--- config.mk ---
export PLATFORM = sky130hd
export DESIGN_NAME = instruction_memory_loader_flat
export DESIGN_NICKNAME = d
export VERILOG_FILES = /design/src/rtl/instruction_memory_loader_if.sv /design/src/rtl/instruction_memory_loader.sv /design/src/flat_wrapper.sv
export SDC_FILE = /design/constraint.sdc
export NUM_CORES = 2
export LEC_CHECK = 0
export BUFFER_PORTS_ARGS = -buffer_cell sky130_fd_sc_hd__buf_2
export CORE_MARGIN = 1
export CORE_UTILIZATION = 55
export CTS_BUF_LIST = sky130_fd_sc_hd__clkbuf_8
export DETAILED_ROUTE_END_ITERATION = 10
export PLACE_DENSITY = 0.77
export REMOVE_ABC_BUFFERS = 1
export SETUP_SLACK_MARGIN = 0.4
export SYNTH_ARGS = -nofsm -noshare
export SYNTH_HDL_FRONTEND = slang
export SYNTH_SLANG_ARGS = --single-unit
--- constraint.sdc ---
create_clock -name i_clk -period 10.25 [get_ports i_clk]
set_input_delay 1.025 -clock i_clk [delete_from_list [all_inputs] [get_ports i_clk]]
set_output_delay 1.025 -clock i_clk [all_outputs]
set_load 0.1 [all_outputs]
--- src/rtl/instruction_memory_loader_if.sv ---
// Download/fetch signal bundle for instruction_memory_loader.
// The loader takes the slave modport and the program source/fetch stage takes the master modport.
interface instruction_memory_loader_if #(
    parameter int NBITS = 32,
    parameter int DEPTH = 64
) ();
    localparam int WCW = $clog2(DEPTH) + 1;

    logic             i_load_start;
    logic             i_byte_valid;
    logic [7:0]       i_byte;
    logic             i_enable;
    logic [NBITS-1:0] i_PC;
    logic [NBITS-1:0] o_Instruction;
    logic             o_halt;
    logic             o_addr_error;
    logic             o_load_done;
    logic [WCW-1:0]   o_word_count;

    modport master (
        output i_load_start, i_byte_valid, i_byte, i_enable, i_PC,
        input  o_Instruction, o_halt, o_addr_error, o_load_done, o_word_count
    );

    modport slave (
        input  i_load_start, i_byte_valid, i_byte, i_enable, i_PC,
        output o_Instruction, o_halt, o_addr_error, o_load_done, o_word_count
    );
endinterface

--- src/rtl/instruction_memory_loader.sv ---
// Byte-serial program download into an instruction store, followed by PC-addressed fetch.
// Download order is MSB first; a HALT word or a full store ends the download.
module instruction_memory_loader #(
    parameter int               NBITS     = 32,
    parameter int               DEPTH     = 64,
    parameter logic [NBITS-1:0] HALT_WORD = {NBITS{1'b1}}
) (
    input  logic                         i_clk,
    input  logic                         i_reset,
    instruction_memory_loader_if.slave   bus
);
    localparam int BPW = NBITS / 8;
    localparam int OFS = (BPW > 1) ? $clog2(BPW) : 0;
    localparam int BCW = (OFS > 0) ? OFS : 1;
    localparam int AW  = (DEPTH > 1) ? $clog2(DEPTH) : 1;
    localparam int WCW = $clog2(DEPTH) + 1;
    localparam logic [NBITS-1:0] OFS_MASK = NBITS'(BPW - 1);

    typedef enum logic [1:0] {
        ST_IDLE = 2'd0,
        ST_LOAD = 2'd1,
        ST_RUN  = 2'd2
    } state_e;

    state_e           state_q, state_d;
    logic [BCW-1:0]   byte_cnt_q, byte_cnt_d;
    logic [NBITS-1:0] asm_q, asm_d;
    logic [WCW-1:0]   word_count_q, word_count_d;
    logic [NBITS-1:0] instr_q, instr_d;
    logic             halt_q, halt_d;
    logic             err_q, err_d;

    logic [NBITS-1:0] mem_q [DEPTH];

    logic             word_done_s;
    logic [NBITS-1:0] assembled_s;
    logic             mem_we_s;
    logic [NBITS-1:0] fetch_idx_s;
    logic             misalign_s;
    logic             out_of_range_s;
    logic [NBITS-1:0] rd_word_s;

    assign word_done_s    = (byte_cnt_q == BCW'(BPW - 1));
    assign assembled_s    = (asm_q << 8) | NBITS'(bus.i_byte);
    assign fetch_idx_s    = bus.i_PC >> OFS;
    assign misalign_s     = ((bus.i_PC & OFS_MASK) != {NBITS{1'b0}});
    assign out_of_range_s = (fetch_idx_s >= NBITS'(word_count_q));
    assign rd_word_s      = mem_q[fetch_idx_s[AW-1:0]];

    // Next-state, download datapath and fetch output selection
    always_comb begin
        state_d      = state_q;
        byte_cnt_d   = byte_cnt_q;
        asm_d        = asm_q;
        word_count_d = word_count_q;
        instr_d      = instr_q;
        halt_d       = halt_q;
        err_d        = err_q;
        mem_we_s     = 1'b0;

        case (state_q)
            ST_IDLE, ST_RUN: begin
                if (bus.i_load_start) begin
                    state_d      = ST_LOAD;
                    byte_cnt_d   = {BCW{1'b0}};
                    asm_d        = {NBITS{1'b0}};
                    word_count_d = {WCW{1'b0}};
                end else begin
                    state_d = state_q;
                end
            end
            ST_LOAD: begin
                if (bus.i_byte_valid) begin
                    asm_d = assembled_s;
                    if (word_done_s) begin
                        byte_cnt_d   = {BCW{1'b0}};
                        mem_we_s     = 1'b1;
                        word_count_d = word_count_q + WCW'(1);
                        // The HALT word itself is stored before leaving LOAD
                        if ((assembled_s == HALT_WORD) || (word_count_d == WCW'(DEPTH))) begin
                            state_d = ST_RUN;
                        end else begin
                            state_d = ST_LOAD;
                        end
                    end else begin
                        byte_cnt_d = byte_cnt_q + BCW'(1);
                    end
                end else begin
                    state_d = ST_LOAD;
                end
            end
            default: begin
                state_d = ST_IDLE;
            end
        endcase

        // Outputs are forced to NOP whenever the next cycle is not RUN, including a restart from RUN
        if (state_d != ST_RUN) begin
            instr_d = {NBITS{1'b0}};
            halt_d  = 1'b0;
            err_d   = 1'b0;
        end else if ((state_q == ST_RUN) && bus.i_enable) begin
            if (misalign_s || out_of_range_s) begin
                instr_d = {NBITS{1'b0}};
                halt_d  = 1'b0;
                err_d   = 1'b1;
            end else begin
                instr_d = rd_word_s;
                halt_d  = (rd_word_s == HALT_WORD);
                err_d   = 1'b0;
            end
        end else begin
            instr_d = instr_q;
            halt_d  = halt_q;
            err_d   = err_q;
        end
    end

    // Control and output registers
    always_ff @(posedge i_clk or negedge i_reset) begin
        if (!i_reset) begin
            state_q      <= ST_IDLE;
            byte_cnt_q   <= {BCW{1'b0}};
            asm_q        <= {NBITS{1'b0}};
            word_count_q <= {WCW{1'b0}};
            instr_q      <= {NBITS{1'b0}};
            halt_q       <= 1'b0;
            err_q        <= 1'b0;
        end else begin
            state_q      <= state_d;
            byte_cnt_q   <= byte_cnt_d;
            asm_q        <= asm_d;
            word_count_q <= word_count_d;
            instr_q      <= instr_d;
            halt_q       <= halt_d;
            err_q        <= err_d;
        end
    end

    // Instruction store; deliberately not reset so contents survive reset and reloads
    always_ff @(posedge i_clk) begin
        if (mem_we_s) begin
            mem_q[word_count_q[AW-1:0]] <= assembled_s;
        end
    end

    assign bus.o_Instruction = instr_q;
    assign bus.o_halt        = halt_q;
    assign bus.o_addr_error  = err_q;
    assign bus.o_load_done   = (state_q == ST_RUN);
    assign bus.o_word_count  = word_count_q;
endmodule

--- src/flat_wrapper.sv ---
// flat-port wrapper written by rule: the top's interface ports become plain ports
module instruction_memory_loader_flat 
#(
    parameter int               NBITS     = 32,
    parameter int               DEPTH     = 64,
    parameter logic [NBITS-1:0] HALT_WORD = {NBITS{1'b1}}
)
  (i_clk, i_reset, bus_i_load_start, bus_i_byte_valid, bus_i_byte, bus_i_enable, bus_i_PC, bus_o_Instruction, bus_o_halt, bus_o_addr_error, bus_o_load_done, bus_o_word_count);
  instruction_memory_loader_if #(.NBITS(NBITS), .DEPTH(DEPTH)) bus_i ();
  input  logic i_clk;
  input  logic i_reset;
  input wire logic [$bits(bus_i.i_load_start)-1:0] bus_i_load_start;
  input wire logic [$bits(bus_i.i_byte_valid)-1:0] bus_i_byte_valid;
  input wire logic [$bits(bus_i.i_byte)-1:0] bus_i_byte;
  input wire logic [$bits(bus_i.i_enable)-1:0] bus_i_enable;
  input wire logic [$bits(bus_i.i_PC)-1:0] bus_i_PC;
  output wire logic [$bits(bus_i.o_Instruction)-1:0] bus_o_Instruction;
  output wire logic [$bits(bus_i.o_halt)-1:0] bus_o_halt;
  output wire logic [$bits(bus_i.o_addr_error)-1:0] bus_o_addr_error;
  output wire logic [$bits(bus_i.o_load_done)-1:0] bus_o_load_done;
  output wire logic [$bits(bus_i.o_word_count)-1:0] bus_o_word_count;
  assign bus_i.i_load_start = bus_i_load_start;
  assign bus_i.i_byte_valid = bus_i_byte_valid;
  assign bus_i.i_byte = bus_i_byte;
  assign bus_i.i_enable = bus_i_enable;
  assign bus_i.i_PC = bus_i_PC;
  assign bus_o_Instruction = bus_i.o_Instruction;
  assign bus_o_halt = bus_i.o_halt;
  assign bus_o_addr_error = bus_i.o_addr_error;
  assign bus_o_load_done = bus_i.o_load_done;
  assign bus_o_word_count = bus_i.o_word_count;
  instruction_memory_loader #(.NBITS(NBITS), .DEPTH(DEPTH), .HALT_WORD(HALT_WORD)) u_core (.i_clk(i_clk), .i_reset(i_reset), .bus(bus_i));
endmodule
Yosys cells after proc, flatten, opt, wreduce, memory -nomap -nowiden
Memories as Yosys holds them, arrays and structs flattened.
Cells that the tools add are included.
Cells by class
  eq/ne operators: 10
  $add $sub $neg: 2
  reduce and logical (&&, ||, !) cells: 10
  order comparisons: 1
  muxes and demuxes: 30
  bitwise operators: 1
Operators by type and width (count)
  32-bit two-way mux: 3
  32-bit == test (second input constant): 2
  24-bit two-way mux: 2
  24-bit case mux with 2 select lines: 1
  32-bit by 8-bit bitwise OR with 32-bit output: 1
  32-bit nonzero test: 1
  30-bit by 7-bit >= comparator with 1-bit output: 1
  7-bit two-way mux: 3
  2-bit two-way mux: 7
  7-bit case mux with 2 select lines: 1
  1-bit two-way mux: 11
  2-bit case mux with 2 select lines: 2
  7-bit by 1-bit adder with 7-bit output (second input constant): 1
  7-bit == test (second input constant): 1
  2-bit != test (second input constant): 3
  2-bit == test (second input constant): 2
  4-bit AND reduction: 1
  2-bit nonzero test: 2
  3-bit AND reduction: 1
  2-bit by 1-bit adder with 2-bit output (second input constant): 1
  2-bit by 1-bit == test with 1-bit output (second input constant): 1
  2-bit zero test: 1
  1-bit logical OR: 2
  2-bit by 1-bit != test with 1-bit output (second input constant): 1
  2 further kinds: 2
Word-level totals
  bits in registers: 69
  memory bits (writable): 2048
  memories kept: 1
  logic and storage cells: 62
Memories
  u_core.mem_q: words 64, bits a word 32, rd ports 1, clocked after Yosys merged registers in 0, write ports 1, line instruction_memory_loader.sv:33  | logic [NBITS-1:0] mem_q [DEPTH];

Longest topological paths before layout
  word-level depth: 9
  gate-level depth with buffers: 17

Worst setup path after synthesis
No wires, ideal clock.
  kind: input port to flip-flop
  from: input bus_i_PC[2]
  to: register u_core.halt_q, in the netlist u_core.bus.o_halt
  stages: 15
  arrival: 3.805 ns
  path slack: 6.349 ns
  library setup time: 0.095 ns
  path through: buf_6 -> buf_12 -> buf_8 -> buf_6 -> inv_1 -> buf_4 -> ha_1 -> or3b_2 -> a21boi_0 -> o211ai_1 -> a21bo_2 -> nand3_1 -> a41o_1 -> or4_1 -> o31ai_1
Between the ends
  word-level cells in the longest chain between the ends: 5
RTL lines
  from (decl): line flat_wrapper.sv:16  | input wire logic [$bits(bus_i.i_PC)-1:0] bus_i_PC;
  memory 64 x 32 bit or 30-bit by 7-bit >= comparator with 1-bit output (tied branches)
  32-bit == test or 1-bit logical OR (tied branches): line instruction_memory_loader.sv:109, instruction_memory_loader.sv:103
  1-bit two-way mux (*): line instruction_memory_loader.sv:103  | if (misalign_s || out_of_range_s) begin
  1-bit two-way mux (*): line instruction_memory_loader.sv:102  | end else if ((state_q == ST_RUN) && bus.i_enable) begin
  1-bit two-way mux (*): line instruction_memory_loader.sv:98  | if (state_d != ST_RUN) begin
  to (signal assigned): line instruction_memory_loader.sv:135  | halt_q <= halt_d;
  to (decl): line instruction_memory_loader.sv:30  | logic halt_q, halt_d;
Mark *: on every way between the ends. The rest lies on a longest branch, timed or not. The select of a mux whose other input is x is not followed.
A chain may end at the register's enable or synchronous reset.

Worst setup path in the final report
  from: input bus_i_PC[3]
  to: register u_core.halt_q, in the netlist u_core.bus.o_halt
The elaborated chain is that of the path after synthesis.

==> out/summary.txt <==
Share of synthesized area spent on multiplexers -> 15.59%
Internal power -> 13450 uW
Clock latency on the worst-skew pair -> 1.04 ns
Num CTS Buffers -> 335
RR Startpoint -> u_core.asm_q[2]
Hold Vio Cnt, Final -> 0
HPWL Detailed -> 117.9 mm
First DRT Iteration DRCs -> 7464
Chip width -> 389.2 um
Die H -> 389.2 um
CP Cell Sequence -> buf_8, buf_4, buf_4, mux4_2, mux2i_1, o211ai_1, a31oi_1, nor4_1, nand4_1, o31ai_1
Cell count after placement -> 5668
CP startpoint kind -> primary input
WP buf/inv -> 3
Post-CTS setup repair buffer count -> 0
Routed wire length -> 225.3 mm
Count of state elements after synthesis -> 2117
Crit path max fanout -> 79
Clock Path Buffers -> 4
GR Util met1 -> 40.60%
Hold Crit Class -> in2reg
Maximum clock frequency -> 0.2086 GHz
Syn Inst Count -> 3720
Busiest metal layer after global routing -> met2
NetSw -> 4176 uW
Layout Cells excl Fill -> 6262
Most frequent CP cell -> buf_4
PortBufs -> 86
CP peak stage delay -> 0.96 ns
Worst slew pin tran -> 1.384 ns
Simple-gate share of the synthesized area -> 2.294%
Worst Path Arrival -> 5.71 ns
Met3 Resource Use GR -> 9.141%
Synth Area in Compound Gates -> 3.056%
Via count -> 43110
Netlist cell types -> 87
GR Util All Layers -> 29.87%
Req. time, crit path -> 11.17 ns
Drt wl/cell -> 35.98 um
Sequential-to-total area share from yosys stat -> 76.67%
Max-Cap Viols -> 0
Sw frac -> 23.70%
Commonest non-fill, non-tap cells in the layout -> edfxtp_1 (2048), mux4_2 (392), clkbuf_8 (353)
Grt met2 use -> 44.17%
Synth warn -> 0
Core area -> 148200 um^2
Clock Root Buffer -> clkbuf_8
Gate power share -> 6.0%
Htree depth -> 5
Setup WS pre-CTS -> 4.587 ns
# clock sinks -> 2117
Antenna violations before repair -> 12
Ys flop type -> edfxtp_1
Cells on worst reg2reg path -> 9
First-pass GRT wire length -> 313.9 mm
Row count -> 141
Leak -> 0.02978 uW
Sequential Power Share -> 57.6%
R2R Path End -> u_core.bus.o_halt
Clock-pin transition on the worst setup and hold timing paths -> 0.07 ns
Gr ovfl total -> 0
Crit. End Element -> flop
IO Pins -> 87
XOR/XNOR share of the synthesized area -> 0.02124%
Initial Utilization -> 55.64%
DRC Markers -> 0
Cts-stage hold buffer count -> 1
Layout cells sized above 1 -> 26.66%
Most common cell after layout, fill and taps aside -> edfxtp_1
Unrepaired setup endpoints after global routing -> false
CP delay by family, top -> buffers and inverters
Post_cts resized -> 0
Worst VDD drop -> 147.3 uV
Final min period -> 4.794 ns
Largest family of logic cells by synthesized area -> multiplexers
CTS tree -> done
Number of synthesized flops with an enable pin -> 2048
Final Slew Violations -> 0
Total negative slack -> 0 ns
Routability cong. -> 0.8745
Power per Cell Area -> 193.5 nW/um^2
Hold_sp -> bus_i_load_start
Clk network pwr share -> 36.4%
Pin count of the biggest net entering global routing -> 122
Endpoints failing setup -> 0
Via density -> 6.884
Crit Path Class -> in2reg
Total iterations of the first detailed-routing run -> 6
Vias in the first global route -> 42610
Final worst slack -> 5.456 ns
Average size of a mapped cell -> 22.17 um^2
FFs w/ async S/R, synth -> 3.259%
P&R area growth vs syn -> 10.44%
Adder-Cell Fraction of Synth Area -> 0.1366%
Worst R2R Setup Slack -> 5.53 ns
Synthesized area -> 82460 um^2
Tcrit/Tclk final -> 46.77%
Post-route antenna net violation count -> 0
Hold path endpoint -> u_core.state_q[0]
Final #Nets -> 4130
WHS Path Cells -> 3
Die ar. -> 151500 um^2
Max_slew headroom -> 5.344%
Final Skew -> 0.06377 ns
Status -> complete, no violations
Critical path's slowest cell -> nor4_1
[logic make-up (layout without fill, tap and decap cells)]
family / count (synthesis) / after routing
AO/OA/AOI/OAI: 364 / 364
adder cells (fa/ha/maj): 9 / 9
flip-flops: 2117 / 2117
buffers and inverters: 214 / 819
multiplexers: 619 / 619
XOR/XNOR: 2 / 2
AND/OR/NAND/NOR: 395 / 395
other: 0 / 7
[registers in the layout (all words and copies together) (netlist names)]
signal and flops:
u_core.bus.o_addr_error 1, u_core.bus.o_halt 1, u_core.byte_cnt_q 2, u_core.state_q 2
u_core.mem_q 2048, u_core.asm_q 24, u_core.bus.o_Instruction 32, u_core.bus.o_word_count 7
[power by group through the flow]
stage / clock network (uW) / logic [uW] / registers, uW
global placement: 0 / 1000 / 10300
global route: 6820 / 1090 / 10200
detailed placement: 0 / 1040 / 10300
floorplan: 0 / 387 / 10300
finish: 6410 / 1060 / 10200
CTS: 6450 / 1040 / 10100
[worst register-to-register path, cell delays in order (launching register included)]
cell and delay, ns:
dfrtp_2 1.16, nand4_1 0.27, nor4_1 0.97, a32oi_1 0.18, o2bb2ai_1 0.40, nand3_1 0.12
buf_4 0.27, a41o_1 0.36, or4_1 0.59, o31ai_1 0.29
[layout make-up]
| class | instances | area (um^2) |
|---|---|---|
| Timing Repair Buffer | 221 | 1544 |
| Multi-Input combinational cell | 1389 | 17920 |
| Clock buffer | 353 | 4858 |
| Sequential cell | 2117 | 63250 |
| Clock inverter | 233 | 1010 |
| Antenna cell | 7 | 17.52 |
| Tap cell | 1930 | 2415 |
| Fill cell | 9779 | 57130 |
| Inverter | 12 | 46.29 |
[routing by layer]
metal	up-vias	wire, um	share of wire, %
li1	16600	-	-
met5	-	50	0.022
met1	22090	78490	35
met3	661	32970	15
met4	10	12400	5.5
met2	3745	101400	45
[synth_stat cells (15+ instances only)]
cell type	instances	area share [%]
a21oi_1	54	0.33
a221oi_1	17	0.18
a22o_1	24	0.25
a22oi_1	89	0.81
buf_12	20	0.49
buf_2	42	0.25
buf_4	30	0.27
buf_6	25	0.34
clkbuf_1	44	0.20
clkbuf_8	23	0.38
dfrtp_1	69	2.1
edfxtp_1	2048	75
mux2i_1	107	1.3
mux4_1	107	3.4
mux4_2	392	11
nand2_1	139	0.63
nand3_1	33	0.20
nand4_1	17	0.13
nor2_1	98	0.45
nor2b_1	16	0.12
nor4_1	23	0.17
o21ai_0	79	0.48
o22ai_1	15	0.11
[worst max path at each step]
stage / from / endpoint / slack [ns] / cells after the start
floorplan: u_core.state_q[0] / u_core.mem_q[19][0] / 6.11 / 5
global placement: bus_i_PC[2] / u_core.bus.o_halt / 4.66 / 11
detailed placement: bus_i_PC[2] / u_core.bus.o_halt / 4.59 / 11
CTS: bus_i_PC[2] / u_core.bus.o_halt / 5.62 / 11
global route: bus_i_PC[2] / u_core.bus.o_halt / 5.29 / 11
finish: bus_i_PC[3] / u_core.bus.o_halt / 5.46 / 10
[per-stage QoR]
step | cell area [um^2] | total power [uW] | util (%) | hold WS [ns]
floorplan | 80670 | 10730 | - | 0.4538
global placement | 85170 | 11300 | 57.47 | 0.4617
detailed placement | 85170 | 11360 | 57.47 | 0.4839
CTS | 91050 | 17620 | 61.44 | 0.2791
global route | 91050 | 18070 | 61.44 | 0.3480
finish | 91070 | 17620 | 61.45 | 0.3345
Power figures use the tool's default switching activity.
